==> config.mk <==
export PLATFORM = sky130hd
export DESIGN_NAME = buff_input_win_reader
export DESIGN_NICKNAME = d
export VERILOG_FILES = /design/src/rtl/buff_input_win_reader.sv
export SDC_FILE = /design/constraint.sdc
export NUM_CORES = 1
export LEC_CHECK = 0
export BUFFER_PORTS_ARGS = -buffer_cell sky130_fd_sc_hd__buf_2
export CAP_MARGIN = 0
export CORE_AREA = 2 2 279 281
export CTS_CLUSTER_SIZE = 40
export DETAILED_ROUTE_END_ITERATION = 8
export DIE_AREA = 0 0 281 283
export PLACE_DENSITY_LB_ADDON = 0.2
export SLEW_MARGIN = 20
export SYNTH_ARGS = -nofsm -noshare
export SYNTH_HDL_FRONTEND = slang
export SYNTH_SLANG_ARGS = --single-unit
==> constraint.sdc <==
create_clock -name clk -period 6.57 [get_ports clk]
set_input_delay 0.3285 -clock clk [delete_from_list [all_inputs] [get_ports clk]]
set_output_delay 0.3285 -clock clk [all_outputs]
set_load 0.02 [all_outputs]
==> src/rtl/buff_input_win_reader.sv <==
// Read controller for the 25-band input buffer: walks every KxK window position
// (channel innermost) and streams each tap-aligned window to the PE array.
module buff_input_win_reader #(
    parameter int SRAM_DEPTH = 1176,
    parameter int BAND_WIDTH = 25,
    parameter int DATA_WIDTH = 8,
    parameter int IN_W       = 14,
    parameter int IN_H       = 14,
    parameter int IN_CH      = 6,
    parameter int K          = 5
) (
    input  logic                          clk,
    input  logic                          rst,
    input  logic                          start,
    output logic                          busy,
    output logic                          done,
    output logic                          enb      [BAND_WIDTH],
    output logic [$clog2(SRAM_DEPTH)-1:0] addrb    [BAND_WIDTH],
    input  logic [DATA_WIDTH-1:0]         dob      [BAND_WIDTH],
    output logic                          win_valid,
    input  logic                          win_ready,
    output logic [DATA_WIDTH-1:0]         win_data [BAND_WIDTH],
    output logic                          win_last_ch,
    output logic                          win_last
);

    localparam int AW        = $clog2(SRAM_DEPTH);
    localparam int CALC_W    = AW + 1;
    localparam int OUT_W     = IN_W - K + 1;
    localparam int OUT_H     = IN_H - K + 1;
    localparam int CH_STRIDE = IN_H * IN_W;
    localparam int C_W       = $clog2(IN_CH + 1);
    localparam int X_W       = $clog2(OUT_W + 1);
    localparam int Y_W       = $clog2(OUT_H + 1);

    typedef enum logic [1:0] {
        S_IDLE,
        S_RUN,
        S_DRAIN,
        S_DONE
    } state_t;

    state_t             state;
    logic [C_W-1:0]     c_p0;
    logic [X_W-1:0]     ox_p0;
    logic [Y_W-1:0]     oy_p0;
    logic [CALC_W-1:0]  base_p0;
    logic               vld_p1;
    logic               last_ch_p1;
    logic               last_p1;
    logic               issue;
    logic               hs;
    logic               c_end;
    logic               ox_end;
    logic               oy_end;
    logic               frame_end;

    // Stage p0: window position counters and the read issue decision
    assign c_end     = (c_p0 == C_W'(IN_CH - 1));
    assign ox_end    = (ox_p0 == X_W'(OUT_W - 1));
    assign oy_end    = (oy_p0 == Y_W'(OUT_H - 1));
    assign frame_end = c_end && ox_end && oy_end;

    // A new read may go out only when dob is free or is being consumed this cycle
    assign issue = (state == S_RUN) && (!vld_p1 || win_ready);
    assign hs    = vld_p1 && win_ready;

    assign base_p0 = CALC_W'(c_p0) * CALC_W'(CH_STRIDE)
                   + CALC_W'(oy_p0) * CALC_W'(IN_W)
                   + CALC_W'(ox_p0);

    for (genvar i = 0; i < BAND_WIDTH; i++) begin : g_band
        localparam int TAP_OFF = (i / K) * IN_W + (i % K);
        assign enb[i]      = issue;
        assign addrb[i]    = AW'(base_p0 + CALC_W'(TAP_OFF));
        // Stage p1: buffer data returns one cycle after issue and is held while enb=0
        assign win_data[i] = dob[i];
    end

    assign win_valid   = vld_p1;
    assign win_last_ch = last_ch_p1;
    assign win_last    = last_p1;

    always_ff @(posedge clk) begin
        if (rst) begin
            state      <= S_IDLE;
            busy       <= 1'b0;
            done       <= 1'b0;
            vld_p1     <= 1'b0;
            last_ch_p1 <= 1'b0;
            last_p1    <= 1'b0;
            c_p0       <= '0;
            ox_p0      <= '0;
            oy_p0      <= '0;
        end else begin
            done <= 1'b0;

            if (issue) begin
                vld_p1     <= 1'b1;
                last_ch_p1 <= c_end;
                last_p1    <= frame_end;
                if (c_end) begin
                    c_p0 <= '0;
                    if (ox_end) begin
                        ox_p0 <= '0;
                        oy_p0 <= oy_end ? '0 : oy_p0 + Y_W'(1);
                    end else begin
                        ox_p0 <= ox_p0 + X_W'(1);
                    end
                end else begin
                    c_p0 <= c_p0 + C_W'(1);
                end
            end else if (hs) begin
                vld_p1 <= 1'b0;
            end

            case (state)
                S_IDLE: begin
                    if (start) begin
                        state <= S_RUN;
                        busy  <= 1'b1;
                    end
                end
                S_RUN: begin
                    if (issue && frame_end) state <= S_DRAIN;
                end
                S_DRAIN: begin
                    if (hs) begin
                        state <= S_DONE;
                        done  <= 1'b1;
                    end
                end
                S_DONE: begin
                    state <= S_IDLE;
                    busy  <= 1'b0;
                end
                default: state <= S_IDLE;
            endcase
        end
    end

endmodule

==> flow_metrics.py <==
metrics = {
    "detailed_routing": {
        "drtIter0Drc": 206,
        "vias": 5390,
        "drc": 0,
        "dr.pass1.iters": 4,
        "wl_um": 30300,
        "via_per_inst": 2.79,
        "wire_per_inst_um": 15.7,
        "drtAntennaViolNets": 0,
    },
    "layout": {
        "final_common_cell": "buf_2",
        "nets": 1156,
        "stdcell_count": 1935,
        "nFillCells": 9058,
        "final_cell_mix": "308 x buf_2, 112 x xnor2_1, 62 x nor2_1, 51 x xor2_1, 51 x ha_1",
        "final_area_sq_mm": 0.00735,
        "drive_gt1_share_pct": 38.9,
        "area_growth_pct": 11.2,
    },
    "grt": {
        "grt_max_degree": 32,
        "grt_overflow": 0,
        "first_global_vias": 5184,
        "grt_pass1_wl_um": 40800,
        "grt_antenna_before_repair": 3,
        "track_usage_pct": 7.11,
    },
    "placement": {
        "place_ws_ps": 1040,
        "numPortBuffers": 308,
        "placed_area_sq_mm": 0.00725,
        "dp_hpwl_um": 25800,
        "gp_congestion": 0.744,
        "dpl.cell_count": 1929,
    },
    "timing": {
        "finalSetupViolCount": 0,
        "rsz0062_at_grt": "false",
        "timing.hold.ws_ps": 359,
        "maxSlewViolCount": 0,
        "finalHoldViolations": 0,
        "period_needed_ps": 5620,
        "setup_ws_ps": 954,
        "worstMarginPinSlew_ps": 850,
        "maxSlewHeadroom_pct": 42.8,
        "fin_worst_skew_ps": 4.08,
        "tns_ps": 0,
        "fmax_mhz": 178,
        "fin_crit_sh_pct": 85.5,
    },
    "critical_path": {
        "slowest_delay_ps": 510,
        "crit_top_cell": "ha_1",
        "worst-setup-path-type": "flop to primary output",
        "slowest_stage": "dfxtp_1",
        "cp_data_arrival_time_ps": 5290,
        "worst_setup_path_start_kind": "flop",
        "required_ps": 6240,
        "regToRegStartpoint": "ox_p0[0]$_SDFFE_PP0P_",
        "rr_worst_depth": 6,
        "cp-end-kind": "primary output",
        "crit_fanout": 12,
        "startpoint": "oy_p0[1]$_SDFFE_PP0P_",
        "cp_cell_sequence": "fa_1, ha_1, fa_1, ha_1, ha_1, nor2_1, nor2_1, xor2_4, inv_1, buf_4, ha_1, a21oi_1, nand3b_1, xnor2_1, buf_2",
    },
    "floorplanning": {
        "fp.dieH_um": 283,
        "boundaryPins": 709,
        "dieWidth_um": 281,
        "core_area_sq_mm": 0.0767,
        "num_rows": 102,
        "start_util_pct": 8.61,
        "die_area_sq_mm": 0.0795,
    },
    "logic_synthesis": {
        "async_reset_ff_share_pct": 0,
        "yosysWarnings": 0,
        "synth_area_leaders": "buf_4 34%, xnor2_1 15%, ha_1 9.7%",
        "ys_ff_latch": 18,
        "synth_top_cell_by_area": "buf_4",
        "syn-cell-area_sq_mm": 0.00661,
        "synth_enable_flop_cells": 0,
        "synth_top_area_share_pct": 34.3,
        "synth_nets": 1160,
        "synthFlopType": "dfxtp_1",
        "avgSynthCellArea_sq_um": 7.36,
        "seq_area_frac_synth_pct": 5.46,
        "synth_cell_types": 40,
        "syn_inst": 898,
    },
    "hold_path": {
        "hp-class": "input pin to flop",
        "min_from": "start",
        "hold_depth": 3,
    },
    "clock_tree": {
        "cts_setup_buffers": 0,
        "root_buffer": "clkbuf_16",
        "clock_latency_ps": 250,
        "cts_resized": 0,
        "path_clk_slew_ps": 60,
        "ctsHtreeMaxLevel": 1,
        "postCtsHoldBufs": 0,
        "cts-buffers-inserted": 3,
        "cts_tree": "yes",
        "clock_sinks": 18,
        "ctsLongestPathBuffers": 2,
    },
    "flow_run": {
        "drv_cap": 0,
    },
    "power_and_ir_drop": {
        "leakagePower_nw": 3.69,
        "max-vdd-ir-drop_uv": 111,
        "powerDensity_mw_per_mm2": 263,
    },
    "outcome": {
        "outcome": "finished clean",
    },
}
[layer usage]
layer	part of all wire [%]	track usage [%]	vias up
li1	-	-	2507
met4	4.1	2.57	2
met1	43	8.95	2492
met5	0.036	0	-
met2	43	11.2	325
met3	9.2	2.37	64
[kinds of logic after synthesis]
| kind of cell | count (synthesis) | synth area share [%] |
|---|---|---|
| AO/OA/AOI/OAI | 79 | 7.22 |
| XOR/XNOR | 167 | 22.1 |
| adder cells (fa/ha/maj) | 58 | 11.8 |
| buffers and inverters | 391 | 39.7 |
| flip-flops | 18 | 5.46 |
| multiplexers | 2 | 0.303 |
| AND/OR/NAND/NOR | 183 | 13.4 |
[flip-flops by register name (all words and copies together), names as in the netlist, 2 cells and up]
register  flops
c_p0          3
ox_p0         4
oy_p0         4
state         2
[report_power, final]
group          leakage (nW)  switching (mW)  total (mW)  internal, mW
logic                  3.49            1.17        1.66         0.493
clock network        0.0442          0.0444       0.137        0.0927
registers             0.146          0.0149       0.137         0.122
total                  3.69            1.23        1.93         0.708
[metrics by stage]
step | total power [mW] | util (%)
after global routing | 2.08 | 9.57
after CTS | 1.99 | 9.57
after floorplan | 1.56 | -
after detailed placement | 1.84 | 9.45
after global placement | 1.85 | 9.45
final | 1.93 | 9.58
[cell type report]
cell class              count  area [sq um]  area share, %
multi-input cells         489          3690           50.2
repair buffers            330          1710           23.2
well taps                1040          1300           17.7
flip-flops and latches     18           360           4.91
inverters                  52           195           2.66
clock buffers               4          88.8           1.21
diodes                      2          5.00         0.0681
[path summary, 6_finish.rpt]
check	slack, ps	end
max	950	addrb[97]
max reg2reg	3990	state[0]$_SDFFE_PP0P_
min	360	busy$_SDFFE_PP0P_
min reg2reg	460	win_last$_SDFFE_PP0P_
[synthesized netlist by cell type, drive strengths merged, types with 9 or more instances]
cell type and number:
buf 319, a21oi 42, nand4 11, dfxtp 18
nand3b 11, xnor2 113, xor2 54, nor2 62
clkbuf 20, nand2b 9, nand3 14, o21ai 16
nand2 42, nor2b 9, ha 51, inv 52
[critical path: cells and delay by family (launching register included)]
kind / cells / cell delay [ps]
and+or+nand+nor: 3 / 720
adders and majority gates: 6 / 2350
buffers and inverters: 3 / 780
xor gates and xnor gates: 2 / 500
AOI/OAI and AO/OA: 1 / 160
DFF: 1 / 510
Power figures use the tool's default switching activity.
